--- src/rtl/regfile_scoreboard.sv ---
// Register file with a one-bit-per-register busy scoreboard and two registered read ports.
// Reads of a register with an unresolved producer stall until its write-back arrives.
module regfile_scoreboard #(
  parameter int DATA_W = 16,
  parameter int ADDR_W = 4
) (
  input  logic              clk,
  input  logic              rst,
  input  logic              rd_en,
  input  logic [ADDR_W-1:0] rd_addr_a,
  input  logic [ADDR_W-1:0] rd_addr_b,
  output logic [DATA_W-1:0] rd_data_a,
  output logic [DATA_W-1:0] rd_data_b,
  output logic              rd_valid,
  output logic              busy_a,
  output logic              busy_b,
  output logic              stall,
  input  logic              iss_en,
  input  logic [ADDR_W-1:0] iss_addr,
  input  logic              wr_en,
  input  logic [ADDR_W-1:0] wr_addr,
  input  logic [DATA_W-1:0] wr_data
);

  localparam int NREGS = 1 << ADDR_W;

  logic [DATA_W-1:0] regs_q [NREGS];
  logic [NREGS-1:0]  busy_q;
  logic [NREGS-1:0]  busy_d;
  logic [DATA_W-1:0] rd_data_a_q, rd_data_a_d;
  logic [DATA_W-1:0] rd_data_b_q, rd_data_b_d;
  logic              rd_valid_q, rd_valid_d;

  logic wr_ok_s;
  logic iss_ok_s;
  logic wr_hit_a_s;
  logic wr_hit_b_s;
  logic accept_s;

  // Hazard detection; a write-back in the same cycle resolves the hazard.
  always_comb begin
    wr_ok_s    = wr_en && (wr_addr != {ADDR_W{1'b0}});
    iss_ok_s   = iss_en && (iss_addr != {ADDR_W{1'b0}});
    wr_hit_a_s = wr_ok_s && (wr_addr == rd_addr_a);
    wr_hit_b_s = wr_ok_s && (wr_addr == rd_addr_b);
    busy_a     = busy_q[rd_addr_a] && !wr_hit_a_s;
    busy_b     = busy_q[rd_addr_b] && !wr_hit_b_s;
    stall      = rd_en && (busy_a || busy_b);
    accept_s   = rd_en && !stall;
  end

  // Scoreboard next state: write-back clears first so a same-edge issue wins.
  always_comb begin
    busy_d = busy_q;
    if (wr_ok_s) begin
      busy_d[wr_addr] = 1'b0;
    end else begin
      busy_d = busy_d;
    end
    if (iss_ok_s) begin
      busy_d[iss_addr] = 1'b1;
    end else begin
      busy_d = busy_d;
    end
    busy_d[0] = 1'b0;
  end

  // Read port next state with write-first bypass; outputs hold when not accepted.
  always_comb begin
    rd_data_a_d = rd_data_a_q;
    rd_data_b_d = rd_data_b_q;
    rd_valid_d  = 1'b0;
    if (accept_s) begin
      rd_valid_d = 1'b1;
      if (rd_addr_a == {ADDR_W{1'b0}}) begin
        rd_data_a_d = {DATA_W{1'b0}};
      end else if (wr_hit_a_s) begin
        rd_data_a_d = wr_data;
      end else begin
        rd_data_a_d = regs_q[rd_addr_a];
      end
      if (rd_addr_b == {ADDR_W{1'b0}}) begin
        rd_data_b_d = {DATA_W{1'b0}};
      end else if (wr_hit_b_s) begin
        rd_data_b_d = wr_data;
      end else begin
        rd_data_b_d = regs_q[rd_addr_b];
      end
    end else begin
      rd_valid_d = 1'b0;
    end
  end

  // Register storage; entry 0 is never written.
  always_ff @(posedge clk) begin
    if (rst) begin
      for (int i = 0; i < NREGS; i++) begin
        regs_q[i] <= {DATA_W{1'b0}};
      end
    end else if (wr_ok_s) begin
      regs_q[wr_addr] <= wr_data;
    end
  end

  // Scoreboard and read-port state.
  always_ff @(posedge clk) begin
    if (rst) begin
      busy_q      <= {NREGS{1'b0}};
      rd_data_a_q <= {DATA_W{1'b0}};
      rd_data_b_q <= {DATA_W{1'b0}};
      rd_valid_q  <= 1'b0;
    end else begin
      busy_q      <= busy_d;
      rd_data_a_q <= rd_data_a_d;
      rd_data_b_q <= rd_data_b_d;
      rd_valid_q  <= rd_valid_d;
    end
  end

  assign rd_data_a = rd_data_a_q;
  assign rd_data_b = rd_data_b_q;
  assign rd_valid  = rd_valid_q;

endmodule

--- config.mk ---
export PLATFORM = sky130hd
export DESIGN_NAME = regfile_scoreboard
export DESIGN_NICKNAME = d
export VERILOG_FILES = /design/src/rtl/regfile_scoreboard.sv
export SDC_FILE = /design/constraint.sdc
export NUM_CORES = 1
export LEC_CHECK = 0
export ABC_AREA = 1
export BUFFER_PORTS_ARGS = -buffer_cell sky130_fd_sc_hd__clkbuf_2
export CORE_MARGIN = 4
export CORE_UTILIZATION = 50
export DETAILED_ROUTE_END_ITERATION = 12
export HOLD_SLACK_MARGIN = 0.12
export PLACE_DENSITY = 0.67
export SYNTH_ARGS = -nofsm -noshare
export SYNTH_HDL_FRONTEND = slang
export SYNTH_SLANG_ARGS = --single-unit
--- constraint.sdc ---
create_clock -name clk -period 3.15 [get_ports clk]
set_clock_uncertainty 0.2 [all_clocks]
set_input_delay 0.1575 -clock clk [delete_from_list [all_inputs] [get_ports clk]]
set_output_delay 0.1575 -clock clk [all_outputs]
set_load 0.1 [all_outputs]
## Word-level counts from Yosys, hierarchy flattened

Memory sizes are Yosys's and may differ from the RTL's.
Cells that the tools add are included.

| storage, ports and cells | value |
|---|---|
| register bits after elaboration | 49 |
| RAM bits | 256 |
| input port bits | 37 |
| output and inout bits | 36 |
| logic and storage cells | 59 |
| memories kept | 1 |

Memory list:

| name | depth | width | rd ports | clocked after memory_dff | wr ports | line | text |
|---|---|---|---|---|---|---|---|
| regs_q | 16 | 16 | 2 | 0 | 16 | 27 | `logic [DATA_W-1:0] regs_q [NREGS];` |

| cells by class | value |
|---|---|
| order comparisons | 6 |
| eq/ne operators | 2 |
| mux-type cells | 23 |
| bitwise operators | 3 |
| reduce and logical (&&, ||, !) cells | 19 |

Operators by type and width:

| operator | count |
|---|---|
| 2-to-1 mux 16 bit | 7 |
| less-than comparator 4 x 5 -> 1 bit (second input constant) | 4 |
| AND 16 bit | 1 |
| NOT 16 bit | 1 |
| bitwise OR 16 bit | 1 |
| OR reduction 16 bit | 1 |
| 2-to-1 mux 1 bit | 11 |
| logical AND 1 bit | 10 |
| binary-select mux 1 bit (select 4 bit) | 2 |
| demux 1 bit (select 4 bit) | 2 |
| == test 4 bit | 2 |
| greater-or-equal comparator 4 x 1 -> 1 bit (second input constant) | 2 |
| logical NOT 4 bit | 2 |
| nonzero test 4 bit | 2 |
| 2-to-1 mux 4 bit | 1 |
| logical NOT 1 bit | 3 |
| logical OR 1 bit | 1 |

## Longest topological paths before layout

Gate-level depths: netlist (run 1).

| logic depth | value |
|---|---|
| word-level depth | 10 |
| gate-level depth with buffers | 16 |
| gate-level depth less buffers | 13 |

## Least setup slack after synthesis (run 1)

Ideal clock, no wire load.

| timing | value |
|---|---|
| kind | input to output |
| start point | input rd_addr_b[2] |
| end point | output stall |
| data arrival time | 3.281 ns |
| required time | 2.792 ns |
| slack | -0.488 ns |
| cell stages on the path | 9 |
| path buffers | 2 |
| path through | buf_2 > nor2_1 > nand2_1 > nand2_1 > inv_1 > nand2_1 > nand2_2 > buf_2 > a21boi_0 |

| between the ends | value |
|---|---|
| longest elaborated chain between the ends | 6 |
| elaborated cells on any way between the ends | 8 |
| those cells by class | 1 x eq/ne; 2 x mux; 5 x reduce/logical |

Ends and longest elaborated chain:

| item | line | text |
|---|---|---|
| from (decl) | 11 | `input logic [ADDR_W-1:0] rd_addr_b,` |
| parallel branches: the longest is 3 deep, another holds binary-select mux 1 bit (select 4 bit) | -- |  |
| logical AND 1 bit (*) | 47 | `busy_b = busy_q[rd_addr_b] && !wr_hit_b_s;` |
| logical OR 1 bit (*) | 48 | `stall = rd_en && (busy_a \|\| busy_b);` |
| logical AND 1 bit (*) | 48 |  |
| to (decl) | 17 | `output logic stall,` |

Every way passes the cells marked *. The select of a mux whose other input is x is not followed.

==> results of run 1 <==
[cell usage in the layout (no fill, tap or decap), types with 8 or more instances in the layout]
cell type and n:
a21oi_1 94, buf_4 67, clkbuf_1 10, clkbuf_16 37, clkbuf_2 66, clkinv_1 8, clkinv_2 8, conb_1 16
dfxtp_1 48, dlygate4sd3_1 30, edfxtp_1 256, inv_1 207, inv_2 8, nand2_1 439, nand3_1 146, nand4_1 11
nor2_1 496, nor3_1 10, o211ai_1 43, o21ai_0 226, o22ai_1 27
[registers in the layout (all words and copies together), names as in the netlist]
signal / cells
rd_data_b: 16
busy_q: 15
rd_data_a: 16
regs_q: 256
rd_valid: 1
[critical path: cells and delay by family]
family,cells,cell delay (ns)
AND/OR/NAND/NOR,3,1.18
buffers and inverters,4,1.30
[cell usage after synthesis, drive strengths merged]
library cell	number
clkbuf	82
a211oi	2
nand3	147
nor3	10
buf	76
nor2	500
conb	1
a21oi	95
inv	215
a21boi	1
clkinv	7
o21ai	228
nand4	11
dfxtp	48
edfxtp	256
o22ai	27
o211ai	43
nor4	1
o32ai	4
or2	3
nand2	440
[power breakdown]
group          total [uW]  switching (uW)  internal, uW
clock                4250            1700          2550
sequential           4740             127          4610
combinational        1900            1450           448
[metal layers]
metal | vias up | global-route usage | wire length (um)
met5 | - | 0 | 11
met4 | 2 | 0.157 | 3040
met3 | 176 | 0.0681 | 7230
met2 | 1088 | 0.519 | 27700
met1 | 7543 | 0.441 | 23300
li1 | 7312 | - | -
[cell families (layout without fill, tap and decap cells)]
kind of cell	count (synthesis)	after routing	share of synthesized area
other	1	16	0.000223
AND/OR/NAND/NOR	1112	1112	0.264
AO/OA/AOI/OAI	400	400	0.130
flip-flops	304	304	0.515
buffers and inverters	380	459	0.0914
[per-stage QoR]
step                      cells  utilization  total power, uW  worst slack, ns
after global placement     2637        0.538             6630            0.430
after global routing       2733        0.584            11200            0.463
after floorplan            2212            -             6050            0.253
final                      2733        0.584            10900            0.620
after detailed placement   2637        0.538             6650            0.427
after CTS                  2733        0.584            10900            0.637
[how the worst min path moves through the flow]
stage	start	end
detailed placement	iss_addr[3]	busy_q[4]
floorplan	iss_addr[3]	busy_q[4]
global route	wr_en	busy_q[9]
global placement	iss_addr[3]	busy_q[4]
finish	rd_addr_b[3]	rd_data_b[11]
CTS	rd_addr_b[3]	rd_data_b[15]
[final cells by class]
class | count | area share
clock buffer | 49 | 0.0517
multi-input combinational | 1528 | 0.348
timing repair buffer | 171 | 0.0667
inverter | 222 | 0.0434
tap | 442 | 0.0288
sequential | 304 | 0.451
clock inverter | 17 | 0.0105
==> impl_metrics.tcl, run 1 <==
set metrics [dict create \
    rr_worst_depth 12 \
    slew_headroom 0.291 \
    start_util 0.511 \
    setup_repair_after_global_routing_missed_its_margin "no" \
    tritoncts_num_sinks 304 \
    rows 66 \
    report.final.setup_viol 0 \
    startpoint_type "input pin" \
    worst_r2r_startpoint "busy_q[9]" \
    cts.hold.buffers_added 30 \
    critical_path.slowest_cell "nand3_1" \
    number_of_vias_in_the_routed_layout 16100 \
    finalCritPeriodShare 0.803 \
    mappedNetlistArea_sq_um 16800 \
    slew_violations 0 \
    p_leak_uw 0.00835 \
    post_cts_resize_count 0 \
    clock_tree_from_tritoncts "yes" \
    worst-setup-path-type "input pin to register" \
    vdd_drop_max_mv 0.443 \
    sequential_cell_area_sq_um 8650 \
    ys_ff_latch 304 \
    crit_path_end "regs_q[2][6]" \
    floorplan.io_pins 73 \
    required_ns 3.29 \
    layout_filler_cell_count 3008 \
    post-route-cell-area_sq_um 19200 \
    worst_hold_slack_ns 0.154 \
    cp_slowest_stage_delay_ns 0.75 \
    area_of_the_die_sq_um 36600 \
    hold-path-cell-count 7 \
    routedWlPerCell_um 22.4 \
    finalNetCount 2300 \
    detailed_route_drc_error_count 0 \
    maxClockFrequency_ghz 0.395 \
    finalWirelength_mm 61.3 \
    gp_congestion 0.905 \
    synth.yosys.warnings 0 \
    insertedDiodeCount 0 \
    powerDensity_nw_per_um2 568 \
    place.port_buffers 72 \
    multiInputGateArea_sq_um 6670 \
    place_area_sq_um 17700 \
    vias_in_the_first_global_route 15200 \
    die_x_um 191 \
    setup_tns_ns 0 \
    critical_path.endpoint_type "register" \
    area_delta_synth_final_pct 14.2 \
    period_needed_ns 2.53 \
    worst-slew-pin-transition_ns 1.06 \
    regToRegSetupSlack_ns 1.02 \
    critical_path.cell_chain "dlygate4sd3_1 > clkbuf_2 > inv_2 > nand2_1 > inv_1 > nand3_1 > nor2_1" \
    netlist.top_cell.by_area "edfxtp_1" \
    synth.top_cells.by_area "edfxtp_1, nor2_1, nand2_1" \
    maxCapViolCount 0 \
    cts_inserted_buffers 36 \
    fp.dieH_um 191 \
    postCtsSetupBuffers 0 \
    clk_path_buf_depth 3 \
    timing.critical_path.from "rst" \
    grt_max_degree 87 \
    ratio_of_cells_with_drive_above_1_in_the_final_layout 0.0934 \
    timing_hold_violations_final 0 \
    synth_largest_type_area_fraction 0.458 \
    post_synth.cell_area_avg_sq_um 7.65 \
    htree_levels 2 \
    clkLatencyLatePin_ns 0.54 \
    grt_first_pass_wirelength_mm 91.7 \
    detail_route.vias_per_cell 5.90 \
    synth_cells 2197 \
    hold_path_class "input pin to register" \
    hpwlAfterDp_mm 38.7 \
    cts_root_buf "clkbuf_16" \
    timing.critical_path.arrival_ns 2.67 \
    postRouteAntennaNets 0 \
    initial_antenna_violation_count 1 \
    core-area_sq_um 32900 \
    cts.clk_slew.worst_paths_ns 0.06 \
    globalRouteOverflowTotal 0 \
    outcome "finished, final reports clean" \
    ys_seq_area_frac 0.515 \
    grt.total_usage 0.331 \
    drt_first_pass_iters 8 \
    critPathMaxFanout 21 \
    rr_endpoint "rd_data_a[13]" \
    first_iter_violations 2286 \
    synth_cell_type_count 31 \
]
No activity file was read; power rests on OpenSTA's default activity.
==> inputs of run 2 (changes only) <==
- clock period: 3.15 -> 2.4 ns (I/O delays scaled with it)
==> run 2 against run 1 <==
Critical path type is now register to output pin. Final cell count up 1.5%. Register-to-register slack got worse by 0.88 ns. First-iteration DRC count decreased by 6.2%. Via count grew 1.4%. Sequential power grew 31%. Global-route usage increased by 0.84 points. Total power up 29%. Combinational power up 39%. Sequential share of layout area shrank 1.2 points. Hold slack better by 0.013 ns. Final area grew 2.8%.
==> impl_metrics.tcl, run 2 (synthesis gave the netlist of run 1 again) <==
set metrics [dict create \
    floorplan.io_pins 73 \
    first_iter_violations 2144 \
    hold_path_end "busy_q[9]" \
    area_of_the_die_sq_um 36600 \
    rr_worst_depth 12 \
    hold_path.startpoint "wr_addr[3]" \
    timing_hold_violations_final 0 \
    startpoint_type "register" \
    initial_antenna_violation_count 0 \
    number_of_vias_in_the_routed_layout 16300 \
    core-area_sq_um 32900 \
    worst_hold_slack_ns 0.167 \
    grt.total_usage 0.339 \
    insertedDiodeCount 0 \
    post-route-cell-area_sq_um 19700 \
    hold_path_class "input pin to register" \
    drt_first_pass_iters 6 \
    wl_met3_mm 7.61 \
    final_common_cell "nor2_1" \
    critPathMaxFanout 7 \
    globalRouteOverflowTotal 0 \
    area_delta_synth_final_pct 17.4 \
    worst-setup-path-type "register to output pin" \
    vdd_drop_max_mv 0.509 \
    max_flop_register "regs_q" \
    ratio_of_cells_with_drive_above_1_in_the_final_layout 0.107 \
    post-place-cells 2673 \
    die_x_um 191 \
    hold-path-cell-count 6 \
    routedWlPerCell_um 22.5 \
    vias_in_the_first_global_route 15800 \
    largest_reg_flops 256 \
    period_needed_ns 2.36 \
    slew_violations 0 \
    htree_levels 2 \
    place.port_buffers 72 \
    start_util 0.511 \
    required_ns 2.08 \
    place_area_sq_um 18200 \
    fp.dieH_um 191 \
    critical_path.endpoint_type "output pin" \
    route.layer.met1.wl_mm 22.6 \
    clock_tree_from_tritoncts "yes" \
    grt_first_pass_wirelength_mm 93.2 \
    finalWirelength_mm 62.4 \
    worst-slew-pin-transition_ns 0.727 \
    postRouteAntennaNets 0 \
    slew_headroom 0.515 \
    cts_root_buf "clkbuf_16" \
    maxCapViolCount 0 \
    layout_filler_cell_count 2996 \
    finalCritPeriodShare 0.983 \
    timing.critical_path.from "busy_q[9]" \
    detail_route.vias_per_cell 5.89 \
    clkLatencyLatePin_ns 0.52 \
    p_leak_uw 0.00861 \
    commonest_cells_after_routing_fill_and_taps_aside "nor2_1, nand2_1, edfxtp_1" \
    top_layer "met4" \
    worst_r2r_startpoint "busy_q[12]" \
    powerDensity_nw_per_um2 710 \
    timing.critical_path.arrival_ns 2.04 \
    report.final.setup_viol 0 \
    clk_path_buf_depth 3 \
    rows 66 \
    outcome "finished, final reports clean" \
    cts.clk_slew.worst_paths_ns 0.06 \
    gp_congestion 0.957 \
    finalNetCount 2344 \
    maxClockFrequency_ghz 0.424 \
    detailed_route_drc_error_count 0 \
    regToRegSetupSlack_ns 0.14 \
    met2_layer_wire_length_in_the_routed_design_mm 28.1 \
    tritoncts_num_sinks 304 \
    hpwlAfterDp_mm 40.1 \
    grt_max_degree 98 \
    final-instance-count-excl-fill 2775 \
    rr_endpoint "rd_data_a[14]" \
    cts_inserted_buffers 36 \
    setup_tns_ns 0 \
]
## run 2: changes by cell type in the layout (fill, tap and decap cells not counted), sizes merged, moves of 3 or more
cell,before,now
inv,218,215
buf,75,113
dlygate4sd3,30,36
clkinv,17,21
bufinv,4,1
## run 2: per-stage QoR
stage                      util  setup WS (ns)  power, uW
final                     0.600         0.0400      14000
after global routing      0.600       -0.00127      14500
after CTS                 0.598         0.0196      13900
after detailed placement  0.554          0.210       8840
after global placement    0.554          0.281       8810
after floorplan               -        0.00124       7950
## run 2: power by group
part | total, uW | leakage [uW] | switching [uW] | internal [uW]
combinational | 2640 | 0.00524 | 1930 | 704
clock | 5130 | 0.000528 | 2160 | 2970
sequential | 6230 | 0.00284 | 174 | 6060
total | 14000 | 0.00861 | 4270 | 9730
## run 2: per-layer routing
layer / GRT usage / vias up
met5: 0 / -
met4: 0.193 / 0
met3: 0.0656 / 235
met2: 0.541 / 1142
met1: 0.434 / 7573
li1: - / 7391
## run 2: worst max-delay path: stages (launching register included)
cell and delay, ns:
dfxtp_1 0.32, inv_1 0.06, nand2_1 0.07, nand3_1 0.10
nand3_2 0.11, nand3_2 0.12, nand2_2 0.11, nand2_2 0.06
buf_6 0.15, a21boi_4 0.20, buf_12 0.20
## run 2: worst max path at each step
stage / endpoint / slack, ns
5_1_grt: rd_data_a[14] / -0.001
4_1_cts: stall / 0.02
2_1_floorplan: regs_q[5][0] / 0.001
3_5_place_dp: rd_data_b[8] / 0.21
3_3_place_gp: rd_data_a[11] / 0.28
6_report: stall / 0.04
## run 2: what timing repair did
item	4_1_cts	5_1_grt
resized for setup	4	9
hold buffers	36	0
setup endpoints to repair	1	4
buffers inserted	0	2
endpoints found under the hold margin	238	0
pin swaps	1	2
## run 2: cell type report
class,instances,area [sq um],area share
Tap cell,442,553,0.0280
Timing Repair Buffer,215,1900,0.0962
Clock buffer,48,977,0.0495
Inverter,222,837,0.0424
Clock inverter,16,103,0.00520
Multi-Input combinational cell,1528,6700,0.340
Sequential cell,304,8650,0.439
